==> config.mk <==
export PLATFORM = sky130hd
export DESIGN_NAME = led_scroller_flat
export DESIGN_NICKNAME = d
export VERILOG_FILES = /design/src/rtl/led_scroller_if.sv /design/src/rtl/led_scroller.sv /design/src/flat_wrapper.sv
export SDC_FILE = /design/constraint.sdc
export NUM_CORES = 1
export LEC_CHECK = 0
export CAP_MARGIN = 20
export CELL_PAD_IN_SITES_DETAIL_PLACEMENT = 1
export CELL_PAD_IN_SITES_GLOBAL_PLACEMENT = 2
export CORE_UTILIZATION = 30
export DETAILED_ROUTE_END_ITERATION = 7
export MAX_ROUTING_LAYER = met4
export PLACE_DENSITY_LB_ADDON = 0.1
export REMOVE_ABC_BUFFERS = 1
export SYNTH_ARGS = -nofsm -noshare
export SYNTH_HDL_FRONTEND = slang
export SYNTH_SLANG_ARGS = --single-unit
==> constraint.sdc <==
create_clock -name clk12MHz -period 10.2 [get_ports clk12MHz]
set_input_delay 2.04 -clock clk12MHz [delete_from_list [all_inputs] [get_ports clk12MHz]]
set_output_delay 2.04 -clock clk12MHz [all_outputs]
set_load 0.05 [all_outputs]
==> src/rtl/led_scroller_if.sv <==
// led_scroller_if: control inputs, pattern write port and LED column outputs of led_scroller.
interface led_scroller_if #(
    parameter int ADDR_W = 4
);
    logic              run;
    logic              dir;
    logic [ADDR_W:0]   len;
    logic              refresh;
    logic              wr_valid;
    logic              wr_ready;
    logic [ADDR_W-1:0] wr_addr;
    logic [7:0]        wr_data;
    logic [7:0]        leds1, leds2, leds3, leds4;
    logic              overrun;
    modport master (
        output run, dir, len, refresh, wr_valid, wr_addr, wr_data,
        input  wr_ready, leds1, leds2, leds3, leds4, overrun
    );
    modport slave (
        input  run, dir, len, refresh, wr_valid, wr_addr, wr_data,
        output wr_ready, leds1, leds2, leds3, leds4, overrun
    );
endinterface

==> src/rtl/led_scroller.sv <==
// led_scroller: pattern buffer plus a 4-byte window that steps once per prescaler tick (marquee).
// Define LED_SCROLL_BOUNCE_EN to sweep back and forth between 0 and L-4 instead of wrapping.
module led_scroller #(
    parameter int DEPTH    = 16,
    parameter int ADDR_W   = 4,
    parameter int TICK_DIV = 1200000
) (
    input logic           clk12MHz,
    input logic           rst_n,
    led_scroller_if.slave bus
);
    localparam int PW = $clog2(TICK_DIV);
    localparam logic [PW-1:0]     P_TOP = PW'(TICK_DIV - 1);
    localparam logic [ADDR_W:0]   L_MAX = (ADDR_W+1)'(DEPTH);
    localparam logic [ADDR_W:0]   L1    = (ADDR_W+1)'(1);
    localparam logic [ADDR_W-1:0] A1    = ADDR_W'(1);
    typedef enum logic [2:0] {IDLE, RD0, RD1, RD2, RD3, LAST, COMMIT} state_t;
    state_t            r_state, w_next;
    logic [PW-1:0]     r_presc;
    logic [7:0]        r_buf [DEPTH];
    logic [7:0]        r_rd;
    logic [7:0]        r_stage [4];
    logic [7:0]        r_leds [4];
    logic [ADDR_W-1:0] r_pos, r_npos, r_addr, w_pos_eff, w_step_pos, w_addr_inc;
    logic [ADDR_W:0]   r_len, w_len;
    logic              r_pending, r_overrun;
    logic              w_tick, w_idle, w_ready, w_req, w_step, w_wr;
`ifdef LED_SCROLL_BOUNCE_EN
    localparam logic [ADDR_W:0] L4 = (ADDR_W+1)'(4);
    logic            r_bdir, r_nbdir, w_bdir;
    logic [ADDR_W:0] w_end;
`endif
    assign w_tick     = bus.run && r_presc == P_TOP;
    assign w_len      = (bus.len == '0 || bus.len > L_MAX) ? L_MAX : bus.len;
    assign w_pos_eff  = ({1'b0, r_pos} >= w_len) ? '0 : r_pos;
    assign w_step     = w_tick | r_pending;
    assign w_addr_inc = ({1'b0, r_addr} + L1 == r_len) ? '0 : r_addr + A1;
    assign w_wr       = bus.wr_valid & w_ready;
`ifdef LED_SCROLL_BOUNCE_EN
    assign w_end = w_len - L4;
    always_comb begin
        w_step_pos = '0;
        w_bdir     = r_bdir;
        if (w_len > L4) begin
            if (!r_bdir) begin
                w_bdir     = ({1'b0, w_pos_eff} + L1 >= w_end);
                w_step_pos = w_bdir ? w_end[ADDR_W-1:0] : w_pos_eff + A1;
            end else begin
                w_bdir     = (w_pos_eff > A1);
                w_step_pos = w_bdir ? w_pos_eff - A1 : '0;
            end
        end
    end
    always_ff @(posedge clk12MHz) begin
        if (!rst_n) begin
            r_bdir  <= 1'b0;
            r_nbdir <= 1'b0;
        end else if (w_idle && w_req) begin
            r_nbdir <= w_step ? w_bdir : r_bdir;
        end else if (r_state == COMMIT) begin
            r_bdir <= r_nbdir;
        end
    end
`else
    assign w_step_pos = bus.dir
        ? ((w_pos_eff == '0) ? w_len[ADDR_W-1:0] - A1 : w_pos_eff - A1)
        : (({1'b0, w_pos_eff} + L1 == w_len) ? '0 : w_pos_eff + A1);
`endif
    always_ff @(posedge clk12MHz)
        r_state <= rst_n ? w_next : IDLE;
    always_comb
        w_next = (r_state == IDLE) ? (w_req ? RD0 : IDLE)
               : (r_state == COMMIT) ? IDLE : state_t'(r_state + 3'd1);
    always_comb begin
        w_idle  = r_state == IDLE;
        w_ready = w_idle & rst_n;
        w_req   = w_tick | bus.refresh | r_pending;
    end
    // The fetch reads the window at the position it will show; pos itself only moves at COMMIT.
    always_ff @(posedge clk12MHz) begin
        r_rd <= r_buf[r_addr];
        if (w_wr) r_buf[bus.wr_addr] <= bus.wr_data;
        if (r_state inside {RD1, RD2, RD3, LAST}) r_stage[2'(r_state - RD1)] <= r_rd;
        if (!rst_n) begin
            r_presc   <= '0;
            r_pos     <= '0;
            r_npos    <= '0;
            r_addr    <= '0;
            r_len     <= L_MAX;
            r_pending <= 1'b0;
            r_overrun <= 1'b0;
            r_leds    <= '{default: '0};
        end else begin
            r_presc <= (!bus.run || w_tick) ? '0 : r_presc + 1'b1;
            if (w_idle) begin
                r_pending <= r_pending & w_tick;
                if (w_req) begin
                    r_len  <= w_len;
                    r_addr <= w_step ? w_step_pos : w_pos_eff;
                    r_npos <= w_step ? w_step_pos : w_pos_eff;
                end
            end else if (w_tick) begin
                r_pending <= 1'b1;
                r_overrun <= r_overrun | r_pending;
            end
            if (r_state inside {RD0, RD1, RD2}) r_addr <= w_addr_inc;
            if (r_state == COMMIT) begin
                r_leds <= r_stage;
                r_pos  <= r_npos;
            end
        end
    end
    assign bus.wr_ready = w_ready;
    assign bus.leds1    = r_leds[0];
    assign bus.leds2    = r_leds[1];
    assign bus.leds3    = r_leds[2];
    assign bus.leds4    = r_leds[3];
    assign bus.overrun  = r_overrun;
endmodule

==> src/flat_wrapper.sv <==
// flat-port wrapper written by rule: the top's interface ports become plain ports
module led_scroller_flat 
#(
    parameter int DEPTH    = 16,
    parameter int ADDR_W   = 4,
    parameter int TICK_DIV = 1200000
)
  (clk12MHz, rst_n, bus_run, bus_dir, bus_len, bus_refresh, bus_wr_valid, bus_wr_addr, bus_wr_data, bus_wr_ready, bus_leds1, bus_leds2, bus_leds3, bus_leds4, bus_overrun);
  led_scroller_if #(.ADDR_W(ADDR_W)) bus_i ();
  input logic clk12MHz;
  input logic rst_n;
  input wire logic [$bits(bus_i.run)-1:0] bus_run;
  input wire logic [$bits(bus_i.dir)-1:0] bus_dir;
  input wire logic [$bits(bus_i.len)-1:0] bus_len;
  input wire logic [$bits(bus_i.refresh)-1:0] bus_refresh;
  input wire logic [$bits(bus_i.wr_valid)-1:0] bus_wr_valid;
  input wire logic [$bits(bus_i.wr_addr)-1:0] bus_wr_addr;
  input wire logic [$bits(bus_i.wr_data)-1:0] bus_wr_data;
  output wire logic [$bits(bus_i.wr_ready)-1:0] bus_wr_ready;
  output wire logic [$bits(bus_i.leds1)-1:0] bus_leds1;
  output wire logic [$bits(bus_i.leds2)-1:0] bus_leds2;
  output wire logic [$bits(bus_i.leds3)-1:0] bus_leds3;
  output wire logic [$bits(bus_i.leds4)-1:0] bus_leds4;
  output wire logic [$bits(bus_i.overrun)-1:0] bus_overrun;
  assign bus_i.run = bus_run;
  assign bus_i.dir = bus_dir;
  assign bus_i.len = bus_len;
  assign bus_i.refresh = bus_refresh;
  assign bus_i.wr_valid = bus_wr_valid;
  assign bus_i.wr_addr = bus_wr_addr;
  assign bus_i.wr_data = bus_wr_data;
  assign bus_wr_ready = bus_i.wr_ready;
  assign bus_leds1 = bus_i.leds1;
  assign bus_leds2 = bus_i.leds2;
  assign bus_leds3 = bus_i.leds3;
  assign bus_leds4 = bus_i.leds4;
  assign bus_overrun = bus_i.overrun;
  led_scroller #(.DEPTH(DEPTH), .ADDR_W(ADDR_W), .TICK_DIV(TICK_DIV)) u_core (.clk12MHz(clk12MHz), .rst_n(rst_n), .bus(bus_i));
endmodule
# After elaboration in Yosys (flattened, before gate mapping)
# Memories as Yosys holds them, arrays and structs flattened. A register that Yosys moved wholly into a read port is not among the register bits.
# Index checks and enable logic that the tools add are counted.
[op_classes]
add_sub_neg = 9
n_lt_le_gt_ge = 4
eq_ne = 9
muxes = 20
bitwise_logic = 10
n_reduce_logical = 17
[op_table]
columns = ["cell", "n"]
rows = [
  ["4-bit 2-to-1 mux", 9],
  ["32-bit bitwise mux", 1],
  ["21-bit by 1-bit adder with 21-bit output, second input constant", 1],
  ["21-bit == test, second input constant", 1],
  ["8-bit demux with 2-bit select", 1],
  ["4-bit by 1-bit adder with 5-bit output, second input constant", 2],
  ["5-bit == test", 2],
  ["3-bit == test, second input constant", 3],
  ["4-bit by 1-bit adder with 4-bit output, second input constant", 2],
  ["8-bit 2-to-1 mux", 1],
  ["4-bit by 1-bit subtractor with 4-bit output, second input constant", 2],
  ["3-bit by 2-bit == test with 1-bit output, second input constant", 2],
  ["3-bit 2-to-1 mux", 2],
  ["2-bit AND reduction", 3],
  ["2-bit nonzero test", 3],
  ["4-bit by 5-bit greater-or-equal comparator with 1-bit output", 1],
  ["5-bit > comparator, second input constant", 1],
  ["5-bit logical NOT", 1],
  ["1-bit 2-to-1 mux", 5],
  ["5-bit 2-to-1 mux", 1],
  ["4-bit logical NOT", 1],
  ["1-bit OR", 4],
  ["4-bit nonzero test", 1],
  ["3-bit by 1-bit adder with 3-bit output, second input constant", 1],
  ["13 further kinds", 18],
]
[totals]
ff_bits = 107
mem_bits_rw = 128
in_bits = 23
out_inout_bits = 34
wordCells = 86
n_memories = 1
[mem_list]
columns = ["memory", "words", "width", "rd", "rd_clocked_by_memory_dff", "wr", "line_no", "text"]
rows = [
  ["u_core.r_buf", 16, 8, 1, 1, 1, "led_scroller.sv:20", "logic [7:0] r_buf [DEPTH];"],
]

# Logic depth before layout (Yosys ltp)
# Gate-level depths: netlist of run 1.
[depth]
depth_word = 13
mapped_depth = 21
mapped_depth_nobuf = 21

# Worst setup path after synthesis of run 1
# OpenSTA, ideal clock, no wires.
[synth_path]
path_type = "input-to-reg"
from = "in bus_len[1]"
to = "reg u_core.r_addr[0]"
setup_time_ns = 0.122
arrival_ns = 6.146
required_ns = 10.078
setup_slack_ns = 3.932
path_stages = 18
path_buffers = 1
path_cell_list = "or4_1 > ha_1 > nor2b_1 > inv_1 > ha_1 > and2_1 > a21boi_1 > nand2_1 > inv_1 > ha_1 > buf_2 > xnor2_2 > a2111oi_2 > a41oi_1 > or3_1 > a221o_1 > o211ai_2 > a21oi_1"
[synth_between]
elab_chain_len = 13
elab_cells_between_ends = 19
cone_classes = "4 x add/sub; 2 x order compare; 1 x eq/ne; 9 x mux; 3 x reduce/logical"
[synth_lines]
columns = ["element", "line_no", "text"]
rows = [
  ["start: declaration", "flat_wrapper.sv:14", "input wire logic [$bits(bus_i.len)-1:0] bus_len;"],
  ["5-bit > comparator / 5-bit logical NOT (equally long branches)", "led_scroller.sv:34", "assign w_len = (bus.len == '0 || bus.len > L_MAX) ? L_MAX : bus.len;"],
  ["1-bit logical OR", "led_scroller.sv:34", ""],
  ["5-bit 2-to-1 mux *", "led_scroller.sv:34", ""],
  ["4-bit by 5-bit greater-or-equal comparator with 1-bit output", "led_scroller.sv:35", "assign w_pos_eff = ({1'b0, r_pos} >= w_len) ? '0 : r_pos;"],
  ["4-bit 2-to-1 mux", "led_scroller.sv:35", ""],
  ["4-bit by 1-bit adder with 5-bit output", "led_scroller.sv:67", ": (({1'b0, w_pos_eff} + L1 == w_len) ? '0 : w_pos_eff + A1);"],
  ["5-bit == test", "led_scroller.sv:67", ""],
  ["4-bit 2-to-1 mux", "led_scroller.sv:67", ""],
  ["4-bit 2-to-1 mux", "led_scroller.sv:66", "? ((w_pos_eff == '0) ? w_len[ADDR_W-1:0] - A1 : w_pos_eff - A1)"],
  ["4-bit 2-to-1 mux *", "led_scroller.sv:99", "r_addr <= w_step ? w_step_pos : w_pos_eff;"],
  ["4-bit 2-to-1 mux *", "led_scroller.sv:97", "if (w_req) begin"],
  ["4-bit 2-to-1 mux *", "led_scroller.sv:95", "if (w_idle) begin"],
  ["4-bit 2-to-1 mux *", "led_scroller.sv:106", "if (r_state inside {RD0, RD1, RD2}) r_addr <= w_addr_inc;"],
  ["end signal: assignment", "led_scroller.sv:99", ""],
  ["end signal: assignment", "led_scroller.sv:106", ""],
  ["end: declaration", "led_scroller.sv:24", "logic [ADDR_W-1:0] r_pos, r_npos, r_addr, w_pos_eff, w_step_pos, w_addr_inc;"],
]
# Every way passes the cells marked *; elsewhere a longest branch is shown, timed or not. The select of a mux whose other input is x is not followed.
# A chain may end at the register's enable or synchronous reset.

# Worst setup path in the final report of run 1
[layout_path]
from = "in bus_len[1]"
to = "reg u_core.r_npos[1]"
[layout_between]
elab_chain_len = 10
elab_cells_between_ends = 16
cone_classes = "4 x add/sub; 2 x order compare; 1 x eq/ne; 6 x mux; 3 x reduce/logical"
[layout_lines]
columns = ["element", "line_no", "text"]
rows = [
  ["5-bit > comparator / 5-bit logical NOT (equally long branches)", "led_scroller.sv:34", ""],
  ["1-bit logical OR", "led_scroller.sv:34", ""],
  ["5-bit 2-to-1 mux *", "led_scroller.sv:34", ""],
  ["4-bit by 5-bit greater-or-equal comparator with 1-bit output", "led_scroller.sv:35", ""],
  ["4-bit 2-to-1 mux", "led_scroller.sv:35", ""],
  ["4-bit by 1-bit adder with 5-bit output", "led_scroller.sv:67", ""],
  ["5-bit == test", "led_scroller.sv:67", ""],
  ["4-bit 2-to-1 mux", "led_scroller.sv:67", ""],
  ["4-bit 2-to-1 mux", "led_scroller.sv:66", ""],
  ["4-bit 2-to-1 mux *", "led_scroller.sv:100", "r_npos <= w_step ? w_step_pos : w_pos_eff;"],
  ["end signal: assignment", "led_scroller.sv:100", ""],
  ["end: declaration", "led_scroller.sv:24", ""],
]
# Every way passes the cells marked *; elsewhere a longest branch is shown, timed or not.

==> impl_metrics.yaml, run 1 <==
clocking:
  cts.clk_slew.worst_paths_ns: 0.06
  ctsHoldBuffers: 0
  cts_made_buffers: 28
  clkLatencyLatePin_ns: 0.53
  cts_tree: "yes"
  cts.htree.levels: 1
  cts_root_buf: "clkbuf_16"
  cts_resized: 0
  cts_sinks: 243
  cts.path.max_buffers: 3
  post_cts_buffers: 0
power_and_ir_drop:
  max-vdd-ir-drop_mv: 0.109
  p_comb_share_pct: 7.0
  p_clk_share_pct: 44.5
  power_density_mw_per_mm2: 190
  seq_power_share_pct: 48.5
  p_leak_nw: 3.77
  p_sw_share_pct: 22.5
  power.internal_w: 0.00174
  net-switching-power_w: 0.000503
worst_setup_path:
  reg2regPathDepth: 13
  crit_fanout: 9
  end_kind: "register"
  crit_type: "primary input to register"
  worstPathArrival_ns: 7.36
  cp-start-kind: "primary input"
  crit_start: "bus_len[1]"
  timing.rr.start: "u_core.r_pos[3]"
  crit_required_ns: 10.59
timing:
  slew_viol_final: 0
  worstMarginPinSlew_ns: 1.00
  setup_viol: 0
  fmax_mhz: 143
  hold_viol: 0
  rsz0062_at_grt: "false"
  skew_ns: 0.00720
  period_minus_slack_ns: 6.97
  finalCritPeriodShare_pct: 68.3
  finalSetupTns_ns: 0
  holdWs_ns: 0.455
  slew_headroom_pct: 33.1
layout:
  multi_input_area_mm2: 0.00315
  nets: 817
  drive_gt1_share_pct: 13.9
  n_antenna_cell: 0
  final_cell_mix: "160 x edfxtp_1, 98 x nand2_1, 82 x dfxtp_1, 56 x clkdlybuf4s50_1, 53 x nor2_1"
  seq_area_mm2: 0.00647
  final_common_cell: "edfxtp_1"
  area_growth_syn_to_layout_pct: 19.9
  fillers: 3330
route:
  drtPass1Iterations: 4
  first_iter_violations: 388
  antenna_left: 0
  routed-via-count: 5930
  routed_wl_um: 23100
  viasPerCell: 4.80
  drc: 0
  avgRoutedWirePerCell_um: 18.7
run_status:
  status: "finished clean"
floorplan:
  pin_count: 57
  dieWidth_um: 183
  die_area_mm2: 0.0335
  core_area_mm2: 0.0319
  rows: 65
  start_util_pct: 30.8
  die_h_um: 183
logic_synthesis:
  ys_types: 65
  synthCells: 718
  synth_edf_count: 160
  synthArstFlopShare_pct: 0
  ys_seq_elements: 243
  synthFlopType: "edfxtp_1"
  synth_seq_area_share_pct: 65.8
  syn_avg_cell_area_um2: 13.7
  ys_warn_count: 0
  syn-cell-area_mm2: 0.00982
min_path:
  min_from: "u_core.bus.leds3[0]"
  min_path_type: "register to register"
  hold_depth: 2
global_route:
  grt_pass1_vias: 6317
  grt_max_degree: 50
  grt_pass1_wl_um: 36800
  grtUsageTotal_pct: 14.6
  overflow: 0
  grt_antenna_before_repair: 0
placement:
  gp_congestion: 0.769
  dp_hpwl_um: 15800
  portBuffers: 56
flow_run:
  max-cap-violations: 0
## state kept, by name (all words and copies together) (netlist names), 5 cells and up
| name | cells |
|---|---|
| u_core.r_buf | 128 |
| u_core.bus.leds4 | 8 |
| u_core.r_presc | 21 |
| u_core.bus.leds3 | 8 |
| u_core.bus.leds1 | 8 |
| u_core.bus.leds2 | 8 |
| u_core.r_stage | 32 |
| u_core.r_rd | 8 |
| u_core.r_len | 5 |
## final cells by class
class | count | share of cell area, %
clock buffers | 32 | 6.26
clock inverters | 20 | 1.66
well taps | 435 | 4.62
inverters | 17 | 0.542
repair buffers | 64 | 5.27
multi-input cells | 425 | 26.7
flip-flops and latches | 243 | 54.9
## per-layer routing
metal / track usage, % / share of wire (%) / vias to the layer above
met5: - / 0 / -
met4: 3.10 / 1.9 / 0
met3: 2.10 / 4.8 / 36
met2: 22.8 / 46 / 115
met1: 20.2 / 47 / 2975
li1: - / - / 2804
## power by group through the flow
stage	Combinational [W]	Sequential, W	Clock [W]
2_1_floorplan	0.0000874	0.00111	0
3_3_place_gp	0.000156	0.00111	0
3_5_place_dp	0.000159	0.00111	0
4_1_cts	0.000160	0.00109	0.00103
5_1_grt	0.000172	0.00109	0.00107
6_report	0.000156	0.00109	0.000996
## synthesized netlist by cell type, types with 3 or more instances
cell type | n | area (um2)
edfxtp_1 | 160 | 4800
nand2_1 | 98 | 368
dfxtp_1 | 83 | 1660
nor2_1 | 53 | 199
a21oi_1 | 51 | 255
mux4_2 | 40 | 901
clkbuf_1 | 22 | 82.6
nand3_1 | 18 | 90.1
inv_1 | 17 | 63.8
xnor2_1 | 16 | 140
ha_1 | 15 | 188
nor3_1 | 13 | 65.1
xor2_1 | 12 | 105
o21ai_0 | 10 | 50.1
nand4_1 | 8 | 50.1
nor2b_1 | 7 | 43.8
a31oi_1 | 6 | 37.5
buf_2 | 6 | 30.0
or3_1 | 6 | 37.5
and3_1 | 5 | 31.3
and2_1 | 4 | 25.0
mux2i_1 | 4 | 40.0
nand2b_1 | 4 | 25.0
o211ai_1 | 4 | 30.0
and3_2 | 3 | 22.5
## final timing paths
check | to | slack (ns)
worst max-delay path | u_core.r_npos[1] | 3.23
worst min-delay path | u_core.bus.leds3[0] | 0.45
worst max register to register | u_core.r_npos[1] | 5.81
worst min register to register | u_core.bus.leds3[0] | 0.45
## through the flow
step	setup WS, ns	cell area, um2	cells	total power (W)	utilization [%]
after floorplan	3.87	9670	685	0.00120	-
after global placement	2.87	10800	1184	0.00126	34.0
after detailed placement	2.75	10800	1184	0.00127	34.0
after CTS	3.29	11800	1236	0.00227	36.9
after global routing	2.89	11800	1236	0.00233	36.9
final	3.23	11800	1236	0.00224	36.9
## critical path: stages
cell	delay, ns
clkdlybuf4s50_1	0.41
or4_1	0.52
ha_1	0.30
nor2b_1	0.36
inv_1	0.19
ha_1	0.37
and2_1	0.20
a21boi_1	0.55
nand2_1	0.20
inv_1	0.16
ha_1	0.35
xnor2_2	0.14
a2111oi_2	0.36
a41oi_1	0.19
or3_1	0.43
a221oi_1	0.29
or3_1	0.20
a21oi_1	0.08
## cells by family (layout without fill, tap and decap cells)
kind of cell	count (synthesis)	after routing	synth area share [%]
compound gates	99	99	6.34
xor+xnor	29	29	2.66
fa+ha+maj	15	15	1.91
buf+inv	50	133	2.24
flops	243	243	65.8
mux	44	44	9.58
simple gates	238	238	11.4
Power figures use the tool's default switching activity.
==> run 2: changes to the inputs <==
==> constraint.sdc (replaced) <==
create_clock -name clk12MHz -period 5.7 [get_ports clk12MHz]
set_input_delay 1.14 -clock clk12MHz [delete_from_list [all_inputs] [get_ports clk12MHz]]
set_output_delay 1.14 -clock clk12MHz [all_outputs]
set_load 0.05 [all_outputs]
==> impl_metrics.yaml, run 2 (synthesized netlist as in run 1, its figures left out) <==
min_path:
  min_path_type: "register to register"
  min_from: "u_core.bus.leds2[6]"
route:
  first_iter_violations: 307
  viasPerCell: 4.74
  avgRoutedWirePerCell_um: 18.2
  routed-via-count: 5926
  drtPass1Iterations: 4
  routed_wl_um: 22800
  drc: 0
  antenna_left: 0
floorplan:
  start_util_pct: 30.8
  dieWidth_um: 183
  die_h_um: 183
  pin_count: 57
  rows: 65
  die_area_mm2: 0.0335
  core_area_mm2: 0.0319
power_and_ir_drop:
  power_density_mw_per_mm2: 354
  p_leak_nw: 3.90
  max-vdd-ir-drop_mv: 0.258
clocking:
  cts.clk_slew.worst_paths_ns: 0.07
  ctsHoldBuffers: 0
  cts_sinks: 243
  cts_made_buffers: 28
  clkLatencyLatePin_ns: 0.56
  post_cts_buffers: 0
  cts_tree: "yes"
  cts.path.max_buffers: 3
  cts_root_buf: "clkbuf_16"
  cts.htree.levels: 1
  cts_resized: 0
timing:
  period_minus_slack_ns: 5.27
  fmax_mhz: 190
  worstMarginPinSlew_ns: 1.04
  holdWs_ns: 0.457
  setup_viol: 0
  finalCritPeriodShare_pct: 92.5
  slew_headroom_pct: 30.5
  slew_viol_final: 0
  rsz0062_at_grt: "false"
  hold_viol: 0
  skew_ns: 0.0430
worst_setup_path:
  crit_required_ns: 6.08
  cpLargestDelayFamily: "simple AND/OR/NAND/NOR gates"
  crit_top_cell: "ha_1"
  crit_fanout: 4
  cpMaxStageDelayCell: "or4_1"
  max_stage_delay_ns: 0.52
  cp_num_buf_inv: 3
  crit_chain: "clkdlybuf4s50_1, or4_1, ha_1, nor2b_1, inv_1, ha_1, and2_1, a21boi_1, nand2_1, inv_1, ha_1, xnor2_2, a2111oi_2, a41oi_1, or3_1, a221oi_1, or3_1, a211oi_2"
  crit_start: "bus_len[0]"
  worstPathArrival_ns: 5.66
  timing.rr.start: "u_core.r_pos[3]"
  end_kind: "register"
  crit_type: "primary input to register"
  cp-start-kind: "primary input"
layout:
  drive_gt1_share_pct: 15.5
  area_growth_syn_to_layout_pct: 22.2
  utilization_pct: 37.7
  nets: 830
  fillers: 3356
  final_cell_mix: "160 x edfxtp_1, 98 x nand2_1, 82 x dfxtp_1, 56 x clkdlybuf4s50_1, 53 x nor2_1"
  final_common_cell: "edfxtp_1"
  n_antenna_cell: 0
  largest_register_ffs: 128
  largest_registers: "u_core.r_buf (128), u_core.r_stage (32), u_core.r_presc (21)"
  max_flop_register: "u_core.r_buf"
global_route:
  grt_antenna_before_repair: 0
  overflow: 0
  grtUsageTotal_pct: 14.3
  grt_use_met1_pct: 19.4
  busiest_layer: "met2"
  grt_use_met3_pct: 2.20
  met2_usage_pct: 22.5
  grt_max_degree: 50
  grt_pass1_vias: 6249
  grt_pass1_wl_um: 36000
placement:
  portBuffers: 56
  gp_congestion: 0.766
  dp_hpwl_um: 15900
flow_run:
  max-cap-violations: 0
run_status:
  status: "finished clean"
-- run 2: per-layer routing --
metal	wire length (um)	part of all wire, %	up-vias
met5	0	0	-
met4	310	1.4	0
met1	11300	49	2975
met2	10400	46	101
li1	-	-	2826
met3	758	3.3	24
-- run 2: worst register-to-register path: cells and delay by family (launching register included) --
kind,cells,cell delay [ns]
xor+xnor,1,0.13
fa+ha+maj,2,0.66
compound gates,5,1.22
flops,1,0.72
simple gates,4,0.96
buf+inv,1,0.11
-- run 2: path summary, 6_finish.rpt --
kind,slack [ns],depth (start not counted),to
min,0.46,2,u_core.bus.leds2[6]
min reg2reg,0.46,2,u_core.bus.leds2[6]
max,0.43,18,u_core.r_addr[1]
max reg2reg,1.75,13,u_core.r_addr[1]
-- run 2: area by class of cell --
class / instances / area, um2 / area share [%]
clock buffers: 31 / 754 / 6.28
clock inverters: 21 / 323 / 2.69
inverters: 17 / 63.8 / 0.531
multi-input cells: 425 / 3140 / 26.1
flip-flops and latches: 243 / 6470 / 53.9
well taps: 435 / 544 / 4.53
repair buffers: 77 / 718 / 5.98
-- run 2: per-stage QoR --
stage          instances  instance area, um2  setup WS (ns)  setup TNS, ns  power [W]
6_report            1249               12000          0.427              0    0.00425
4_1_cts             1249               12000          0.434              0    0.00431
3_3_place_gp        1197               10900         0.0513              0    0.00226
2_1_floorplan        685                9670          0.269              0    0.00215
3_5_place_dp        1197               10900         -0.126         -0.472    0.00227
5_1_grt             1249               12000         0.0709              0    0.00440
-- run 2: where the power goes --
group	internal [W]	switching, W
combinational	0.000125	0.000158
clock	0.00128	0.000743
sequential	0.00192	0.0000255
total	0.00332	0.000926
